$ cat src/rtl/soc_bus_initiator_if.sv
// Command, response and peripheral-bus signals of the register-bus initiator.
// The master modport is the initiator's view; slave is the sequencer/responder side.
interface soc_bus_initiator_if;
    logic        cmd_valid;
    logic        cmd_ready;
    logic        cmd_we;
    logic [31:0] cmd_addr;
    logic [1:0]  cmd_type;
    logic [31:0] cmd_wdata;

    logic        rsp_valid;
    logic        rsp_ready;
    logic        rsp_we;
    logic [31:0] rsp_rdata;

    logic        bus_req;
    logic        bus_we;
    logic [31:0] bus_addr;
    logic [31:0] bus_wdata;
    logic [31:0] bus_rdata;

    modport master (
        input  cmd_valid, cmd_we, cmd_addr, cmd_type, cmd_wdata,
        output cmd_ready,
        output rsp_valid, rsp_we, rsp_rdata,
        input  rsp_ready,
        output bus_req, bus_we, bus_addr, bus_wdata,
        input  bus_rdata
    );

    modport slave (
        output cmd_valid, cmd_we, cmd_addr, cmd_type, cmd_wdata,
        input  cmd_ready,
        input  rsp_valid, rsp_we, rsp_rdata,
        output rsp_ready,
        input  bus_req, bus_we, bus_addr, bus_wdata,
        output bus_rdata
    );
endinterface

$ cat src/rtl/soc_bus_initiator.sv
// Single-outstanding master for the fixed-latency peripheral register bus:
// one command in, one bus request out, read data captured BUS_LATENCY cycles later.
module soc_bus_initiator #(
    parameter int BUS_LATENCY = 1   // 1..15, must match the responders
) (
    input  logic                clk,
    input  logic                res_n,
    soc_bus_initiator_if.master ifc,
    output logic                busy
);
    typedef enum logic [1:0] {S_IDLE, S_REQ, S_WAIT, S_RESP} state_t;

    typedef struct packed {
        logic        we;
        logic [31:0] addr;
        logic [31:0] wdata;
    } bus_cmd_t;

    localparam logic [3:0] CNT_LOAD = 4'(BUS_LATENCY - 1);

    state_t      r_state;
    state_t      w_next;
    logic [3:0]  r_cnt;
    bus_cmd_t    r_bus;
    logic        r_rsp_we;
    logic [31:0] r_rsp_rdata;
    logic        w_accept;
    logic        w_sample;

    always_ff @(posedge clk or negedge res_n) begin
        if (!res_n) r_state <= S_IDLE;
        else        r_state <= w_next;
    end

    always_comb begin
        w_next        = r_state;
        w_accept      = 1'b0;
        w_sample      = 1'b0;
        ifc.cmd_ready = 1'b0;
        ifc.bus_req   = 1'b0;
        ifc.rsp_valid = 1'b0;
        busy          = 1'b1;
        unique case (r_state)
            S_IDLE: begin
                ifc.cmd_ready = 1'b1;
                busy          = 1'b0;
                if (ifc.cmd_valid) begin
                    w_accept = 1'b1;
                    w_next   = S_REQ;
                end
            end
            S_REQ: begin
                ifc.bus_req = 1'b1;
                w_next      = S_WAIT;
            end
            S_WAIT: begin
                // counter reaches 0 exactly in request cycle + BUS_LATENCY
                if (r_cnt == 4'd0) begin
                    w_sample = 1'b1;
                    w_next   = S_RESP;
                end
            end
            S_RESP: begin
                ifc.rsp_valid = 1'b1;
                if (ifc.rsp_ready) w_next = S_IDLE;
            end
            default: w_next = S_IDLE;
        endcase
    end

    always_ff @(posedge clk or negedge res_n) begin
        if (!res_n) begin
            r_cnt <= 4'd0;
        end else if (r_state == S_REQ) begin
            r_cnt <= CNT_LOAD;
        end else if (r_state == S_WAIT && r_cnt != 4'd0) begin
            r_cnt <= r_cnt - 4'd1;
        end
    end

    // Bus fields stay registered for the whole transaction; type lands in addr[3:2]
    // so SET/CLR/INV reach the alias registers.
    always_ff @(posedge clk or negedge res_n) begin
        if (!res_n) begin
            r_bus <= '0;
        end else if (w_accept) begin
            r_bus.we    <= ifc.cmd_we;
            r_bus.addr  <= {ifc.cmd_addr[31:4], ifc.cmd_type, 2'b00};
            r_bus.wdata <= ifc.cmd_wdata;
        end
    end

    always_ff @(posedge clk or negedge res_n) begin
        if (!res_n) begin
            r_rsp_we    <= 1'b0;
            r_rsp_rdata <= 32'd0;
        end else if (w_sample) begin
            r_rsp_we    <= r_bus.we;
            r_rsp_rdata <= r_bus.we ? 32'd0 : ifc.bus_rdata;
        end
    end

    assign ifc.bus_we    = r_bus.we;
    assign ifc.bus_addr  = r_bus.addr;
    assign ifc.bus_wdata = r_bus.wdata;
    assign ifc.rsp_we    = r_rsp_we;
    assign ifc.rsp_rdata = r_rsp_rdata;
endmodule

$ cat src/flat_wrapper.sv
// flat-port wrapper written by rule: the top's interface ports become plain ports
module soc_bus_initiator_flat 
#(
    parameter int BUS_LATENCY = 1                                      
)
  (clk, res_n, busy, ifc_cmd_valid, ifc_cmd_we, ifc_cmd_addr, ifc_cmd_type, ifc_cmd_wdata, ifc_cmd_ready, ifc_rsp_valid, ifc_rsp_we, ifc_rsp_rdata, ifc_rsp_ready, ifc_bus_req, ifc_bus_we, ifc_bus_addr, ifc_bus_wdata, ifc_bus_rdata);
  soc_bus_initiator_if ifc_i ();
  input  logic clk;
  input  logic res_n;
  output logic busy;
  input wire logic [$bits(ifc_i.cmd_valid)-1:0] ifc_cmd_valid;
  input wire logic [$bits(ifc_i.cmd_we)-1:0] ifc_cmd_we;
  input wire logic [$bits(ifc_i.cmd_addr)-1:0] ifc_cmd_addr;
  input wire logic [$bits(ifc_i.cmd_type)-1:0] ifc_cmd_type;
  input wire logic [$bits(ifc_i.cmd_wdata)-1:0] ifc_cmd_wdata;
  output wire logic [$bits(ifc_i.cmd_ready)-1:0] ifc_cmd_ready;
  output wire logic [$bits(ifc_i.rsp_valid)-1:0] ifc_rsp_valid;
  output wire logic [$bits(ifc_i.rsp_we)-1:0] ifc_rsp_we;
  output wire logic [$bits(ifc_i.rsp_rdata)-1:0] ifc_rsp_rdata;
  input wire logic [$bits(ifc_i.rsp_ready)-1:0] ifc_rsp_ready;
  output wire logic [$bits(ifc_i.bus_req)-1:0] ifc_bus_req;
  output wire logic [$bits(ifc_i.bus_we)-1:0] ifc_bus_we;
  output wire logic [$bits(ifc_i.bus_addr)-1:0] ifc_bus_addr;
  output wire logic [$bits(ifc_i.bus_wdata)-1:0] ifc_bus_wdata;
  input wire logic [$bits(ifc_i.bus_rdata)-1:0] ifc_bus_rdata;
  assign ifc_i.cmd_valid = ifc_cmd_valid;
  assign ifc_i.cmd_we = ifc_cmd_we;
  assign ifc_i.cmd_addr = ifc_cmd_addr;
  assign ifc_i.cmd_type = ifc_cmd_type;
  assign ifc_i.cmd_wdata = ifc_cmd_wdata;
  assign ifc_cmd_ready = ifc_i.cmd_ready;
  assign ifc_rsp_valid = ifc_i.rsp_valid;
  assign ifc_rsp_we = ifc_i.rsp_we;
  assign ifc_rsp_rdata = ifc_i.rsp_rdata;
  assign ifc_i.rsp_ready = ifc_rsp_ready;
  assign ifc_bus_req = ifc_i.bus_req;
  assign ifc_bus_we = ifc_i.bus_we;
  assign ifc_bus_addr = ifc_i.bus_addr;
  assign ifc_bus_wdata = ifc_i.bus_wdata;
  assign ifc_i.bus_rdata = ifc_bus_rdata;
  soc_bus_initiator #(.BUS_LATENCY(BUS_LATENCY)) u_core (.clk(clk), .res_n(res_n), .ifc(ifc_i), .busy(busy));
endmodule
$ cat config.mk
export PLATFORM = sky130hd
export DESIGN_NAME = soc_bus_initiator_flat
export DESIGN_NICKNAME = d
export VERILOG_FILES = /design/src/rtl/soc_bus_initiator_if.sv /design/src/rtl/soc_bus_initiator.sv /design/src/flat_wrapper.sv
export SDC_FILE = /design/constraint.sdc
export NUM_CORES = 1
export LEC_CHECK = 0
export CAP_MARGIN = 20
export CORE_MARGIN = 2
export CORE_UTILIZATION = 35
export DETAILED_ROUTE_END_ITERATION = 7
export PLACE_DENSITY = 0.77
export SLEW_MARGIN = 40
export SYNTH_ARGS = -nofsm -noshare
export SYNTH_HDL_FRONTEND = slang
export SYNTH_SLANG_ARGS = --single-unit
$ cat constraint.sdc
create_clock -name clk -period 2.1 [get_ports clk]
set_input_delay 0.42 -clock clk [delete_from_list [all_inputs] [get_ports clk]]
set_output_delay 0.42 -clock clk [all_outputs]
set_load 0.05 [all_outputs]
# Yosys cells after proc, flatten, opt, wreduce, memory -nomap -nowiden
# Cells that the tools add are included.
[word_totals] register_bits=102 inputBits=103 out_inout_bits=102 word_cells=35
[classes] add_sub_neg=1 eq_ne=6 n_mux=15 reduce_logical=6
[ops] operator="2-to-1 mux 32 bit" n=1
[ops] operator="2-to-1 mux 1 bit" n=8
[ops] operator="2-to-1 mux 4 bit" n=2
[ops] operator="case mux 2 bit (4 select lines)" n=1
[ops] operator="2-to-1 mux 2 bit" n=3
[ops] operator="== test 2 bit, second input constant" n=2
[ops] operator="logical NOT 4 bit" n=1
[ops] operator="!= test 2 bit, second input constant" n=2
[ops] operator="nonzero test 4 bit" n=1
[ops] operator="subtractor 4 x 1 -> 4 bit, second input constant" n=1
[ops] operator="AND reduction 3 bit" n=1
[ops] operator="== test 2 x 1 -> 1 bit, second input constant" n=1
[ops] operator="logical NOT 2 bit" n=1
[ops] operator="!= test 2 x 1 -> 1 bit, second input constant" n=1
[ops] operator="nonzero test 2 bit" n=1
[ops] operator="logical AND 1 bit" n=1

# Depth between registers and ports, before layout
[logic_depth] word_depth=4 ltp_mapped=8 mapped_depth_nobuf=5

# Worst setup path before layout
# OpenSTA, ideal clock, no wires.
[synth_path] path_kind="flip-flop to flip-flop" from="register u_core.r_state[0]" to="register u_core.r_bus (netlist bit u_core.ifc.bus_addr[10])" setup_ns=0.125 arrival_time_ns=1.886 required_ns=1.975 setup_slack_ns=0.089 stages_incl_launch_ff=6 synth_period_minus_slack_ns=2.011 path_cell_list="dfrtp_1 > inv_1 > ha_1 > nand2_1 > clkbuf_1 > mux2_2"
[synth_between] elab_chain_len=2
[synth_rtl] element="start, declared" line="soc_bus_initiator.sv:21" text="state_t r_state;"
[synth_rtl] element="start signal, assigned" line="soc_bus_initiator.sv:32" text="else r_state <= w_next;"
[synth_rtl] element="logical NOT 2 bit" line="soc_bus_initiator.sv:43" text="unique case (r_state)"
[synth_rtl] element="2-to-1 mux 1 bit" line="soc_bus_initiator.sv:43"
[synth_rtl] element="end, declared" line="soc_bus_initiator.sv:24" text="bus_cmd_t r_bus;"
# Every way passes these cells.
# A chain may end at the register's enable or synchronous reset.

# Worst setup path in the final report
[layout_path] from="register u_core.r_cnt[0]" to="register u_core.r_state[1]"
[layout_between] elab_chain_len=3
[layout_rtl] element="start, declared" line="soc_bus_initiator.sv:23" text="logic [3:0] r_cnt;"
[layout_rtl] element="start signal, assigned" line="soc_bus_initiator.sv:77" text="r_cnt <= r_cnt - 4'd1;"
[layout_rtl] element="logical NOT 4 bit" line="soc_bus_initiator.sv:58" text="if (r_cnt == 4'd0) begin"
[layout_rtl] element="!= test 2 x 1 -> 1 bit (no line)"
[layout_rtl] element="AND reduction 3 bit (no line)"
# Every way passes these cells.

==> qor.csv <==
stage,metric,value,unit
run_status,run_status,completed,
drt,detail-route-antenna-nets,0,
clocking,number_of_buffers_inserted_during_clock_tree_synthesis,9,
timing,rsz_0062_raised_after_global_routing,no,
critical_path,critPathLaunchType,register,
timing,final-max-slew-violation-count,0,
clocking,clock_transition_at_path_regs,0.07,ns
drt,drt_wl_total,10300,µm
placement,detailed_place_hpwl,7670,µm
global_routing,antenna_found_initial,0,
drt,violation_count_after_the_first_detailed_routing_iteration,94,
critical_path,critical_path.slowest_cell,or3b_4,
global_routing,overflow_left_after_global_routing,0,
timing,slew_headroom,0.628,
timing,timing.final.setup_violations,0,
critical_path,worst_ep_arrival_time,2.24,ns
yosys,syn-cell-area,4090,µm²
placement,placement.io_buffers,198,
final_layout,layout.filler_cells,940,
yosys,synth_edf_count,0,
global_routing,grt_util_all_layers,0.165,
drt,drt_pass1_iterations,4,
final_layout,finalInstanceArea,6620,µm²
final_layout,flow.area_growth_from_synthesis,62.0,%
timing,tightest_slew,0.556,ns
run,max-cap-violations,0,
global_routing,grt_first_pass_wirelength,16400,µm
yosys,synth_area_leader_cell,dfrtp_1,
floorplanning,fp.dieArea,12600,µm²
timing,clock_skew,0.00694,ns
drt,via_count,3070,
timing,fmaxAchievable,0.496,GHz
clocking,clk_lat_worst_skew,0.33,ns
yosys,dominantRegCellSynth,dfrtp_1,
clocking,cts_max_level,3,
clocking,clock_tree_from_tritoncts,built,
worst_hold_path,hp-class,reg -> reg,
critical_path,critical_path_class,reg -> reg,
floorplanning,die_y,112,µm
floorplanning,i_o_pin_cnt,205,
critical_path,worst_endpoint_required_time,2.32,ns
yosys,synth.avg_cell_area,12.9,µm²
critical_path,cp.buffers_inverters,1,
floorplanning,std_cell_rows,39,
yosys,synth_top_cell_area_share,0.624,
power_and_ir_drop,vdd_ir_drop_max,0.00118,V
final_layout,finish.net_count,626,
timing,final_hold_viol_count,0,
critical_path,critical_path.endpoint_type,register,
floorplanning,die_x,112,µm
yosys,synth_commonest_cells,"102 x dfrtp_1, 64 x mux2_2, 35 x nand2_1",
timing,timing.final.crit_share,0.960,
clocking,clock_root_buffer,clkbuf_16,
critical_path,crit_family,simple AND/OR/NAND/NOR gates,
yosys,synth-seq-cells,102,
final_layout,sequential_area,2550,µm²
timing,tns,0,ns
yosys,synthDistinctLibCells,27,
timing,finalWorstPathRequiredPeriod,2.02,ns
power_and_ir_drop,power_per_cell_area,1860,nW/µm²
drt,avgViaCountPerCell,4.62,
final_layout,drive_gt1_frac,0.186,
floorplanning,initial_core_util,0.358,
power_and_ir_drop,leakagePower,0.00280,µW
placement,dpl_cell_area,6320,µm²
global_routing,grt_start_max_net_pins,66,
clocking,clkSinkCount,102,
placement,routability_congestion,0.807,
final_layout,multi_input_area,1440,µm²
critical_path,cp_slowest_stage_delay,0.44,ns
drt,drcViolationCount,0,
yosys,synth-async-reset-ratio,1.00,
yosys,count_of_warnings_emitted_by_yosys,0,
floorplanning,core_area,11400,µm²
drt,routed_wire_length_per_instance,15.4,µm
clocking,ctsLongestPathBuffers,2,
critical_path,timing.critical_path.cells,inv_1 -> ha_1 -> or3b_4 -> a222oi_1 -> mux2_1,
global_routing,grt_pass1_vias,3213,
yosys,synth_top_cells_by_area,"dfrtp_1 62%, mux2_2 18%, nand2b_1 4.9%",
clocking,cts.repair_timing.setup_buffer_count,0,
yosys,synth.most_common_cell,dfrtp_1,
final_layout,diodes,0,
yosys,seq_area_frac_synth,0.624,
critical_path,critical_path.max_fanout,6,
yosys,post_synth_inst_count,317,
power by group:
group          total [µW]  switching (µW)  internal [µW]
clock network        1620             703            920
registers            3380             501           2870
logic                7330            4600           2730
tightest hold or removal path: stages (launching register included):
cell,delay (ns)
dfrtp_1,0.34
nand2_1,0.05
o21ai_0,0.06
logic make-up (layout without fill, tap and decap cells):
group | count (synthesis) | count (layout) | share of synthesized area
other | 1 | 2 | 0.000917
muxes | 65 | 65 | 0.179
AOI/OAI and AO/OA | 41 | 41 | 0.0554
adders and majority gates | 6 | 6 | 0.0184
and+or+nand+nor | 75 | 75 | 0.0952
buffers and inverters | 27 | 230 | 0.0266
DFF | 102 | 102 | 0.624
routing by layer:
layer	track usage	vias to the layer above	wire length (µm)	part of all wire
met1	0.199	1450	4140	0.40
met4	0.0561	0	153	0.015
met5	0	-	0	0
met3	0.0556	11	975	0.095
li1	-	1467	-	-
met2	0.278	142	4990	0.49
placed cells by master, fill, tap and decap left out, types with 2 or more instances in the layout:
master,synthesis,routed
a21oi_1,3,3
nor2_1,2,2
conb_1,1,2
buf_12,0,7
o21ai_0,14,14
nand2_1,35,34
o21ai_1,18,18
dfrtp_1,102,102
clkdlybuf4s50_1,0,192
inv_1,7,7
ha_1,6,6
clkinvlp_4,0,3
buf_4,2,8
clkbuf_16,0,9
mux2_2,64,64
nand2b_1,32,32
repair_timing:
item,in CTS,in global routing
hold endpoints to repair,16,0
gates resized for setup,0,1
hold buffers,1,0
setup endpoints to repair,0,1
cell type report:
class,count,area share
multi-input combinational,189,0.218
tap,143,0.0270
inverter,7,0.00397
clock buffer,10,0.0346
clock inverter,5,0.00926
timing repair buffer,208,0.322
sequential,102,0.386
worst paths after layout:
check	startpoint	end	slack (ns)	cells after the start
setup / recovery	u_core.r_cnt[0]	u_core.r_state[1]	0.08	5
hold / removal	u_core.ifc.rsp_rdata[6]	u_core.ifc.rsp_rdata[6]	0.48	2
setup reg to reg	u_core.r_cnt[0]	u_core.r_state[1]	0.08	5
hold reg to reg	u_core.ifc.rsp_rdata[6]	u_core.ifc.rsp_rdata[6]	0.48	2
max in group asynchronous	res_n	u_core.ifc.rsp_rdata[14]	1.01	3
min in group asynchronous	res_n	u_core.ifc.bus_addr[12]	0.54	2
registers in the layout, summed over array words and instances, names as in the netlist:
signal,count
u_core.ifc.rsp_we,1
u_core.ifc.bus_wdata,32
u_core.ifc.bus_we,1
u_core.r_state,2
u_core.ifc.rsp_rdata,32
u_core.ifc.bus_addr,30
u_core.r_cnt,4
per-stage QoR:
stage / setup WS, ns / instances / total power (µW) / hold WS (ns) / util
floorplan: 0.0889 / 318 / 8150 / 0.124 / -
global placement: 0.171 / 648 / 10600 / 0.354 / 0.553
detailed placement: 0.0895 / 648 / 10800 / 0.362 / 0.553
CTS: 0.0767 / 664 / 12500 / 0.486 / 0.580
global route: 0.0310 / 664 / 12900 / 0.499 / 0.580
finish: 0.0836 / 664 / 12300 / 0.477 / 0.580
Power figures use the tool's default switching activity.
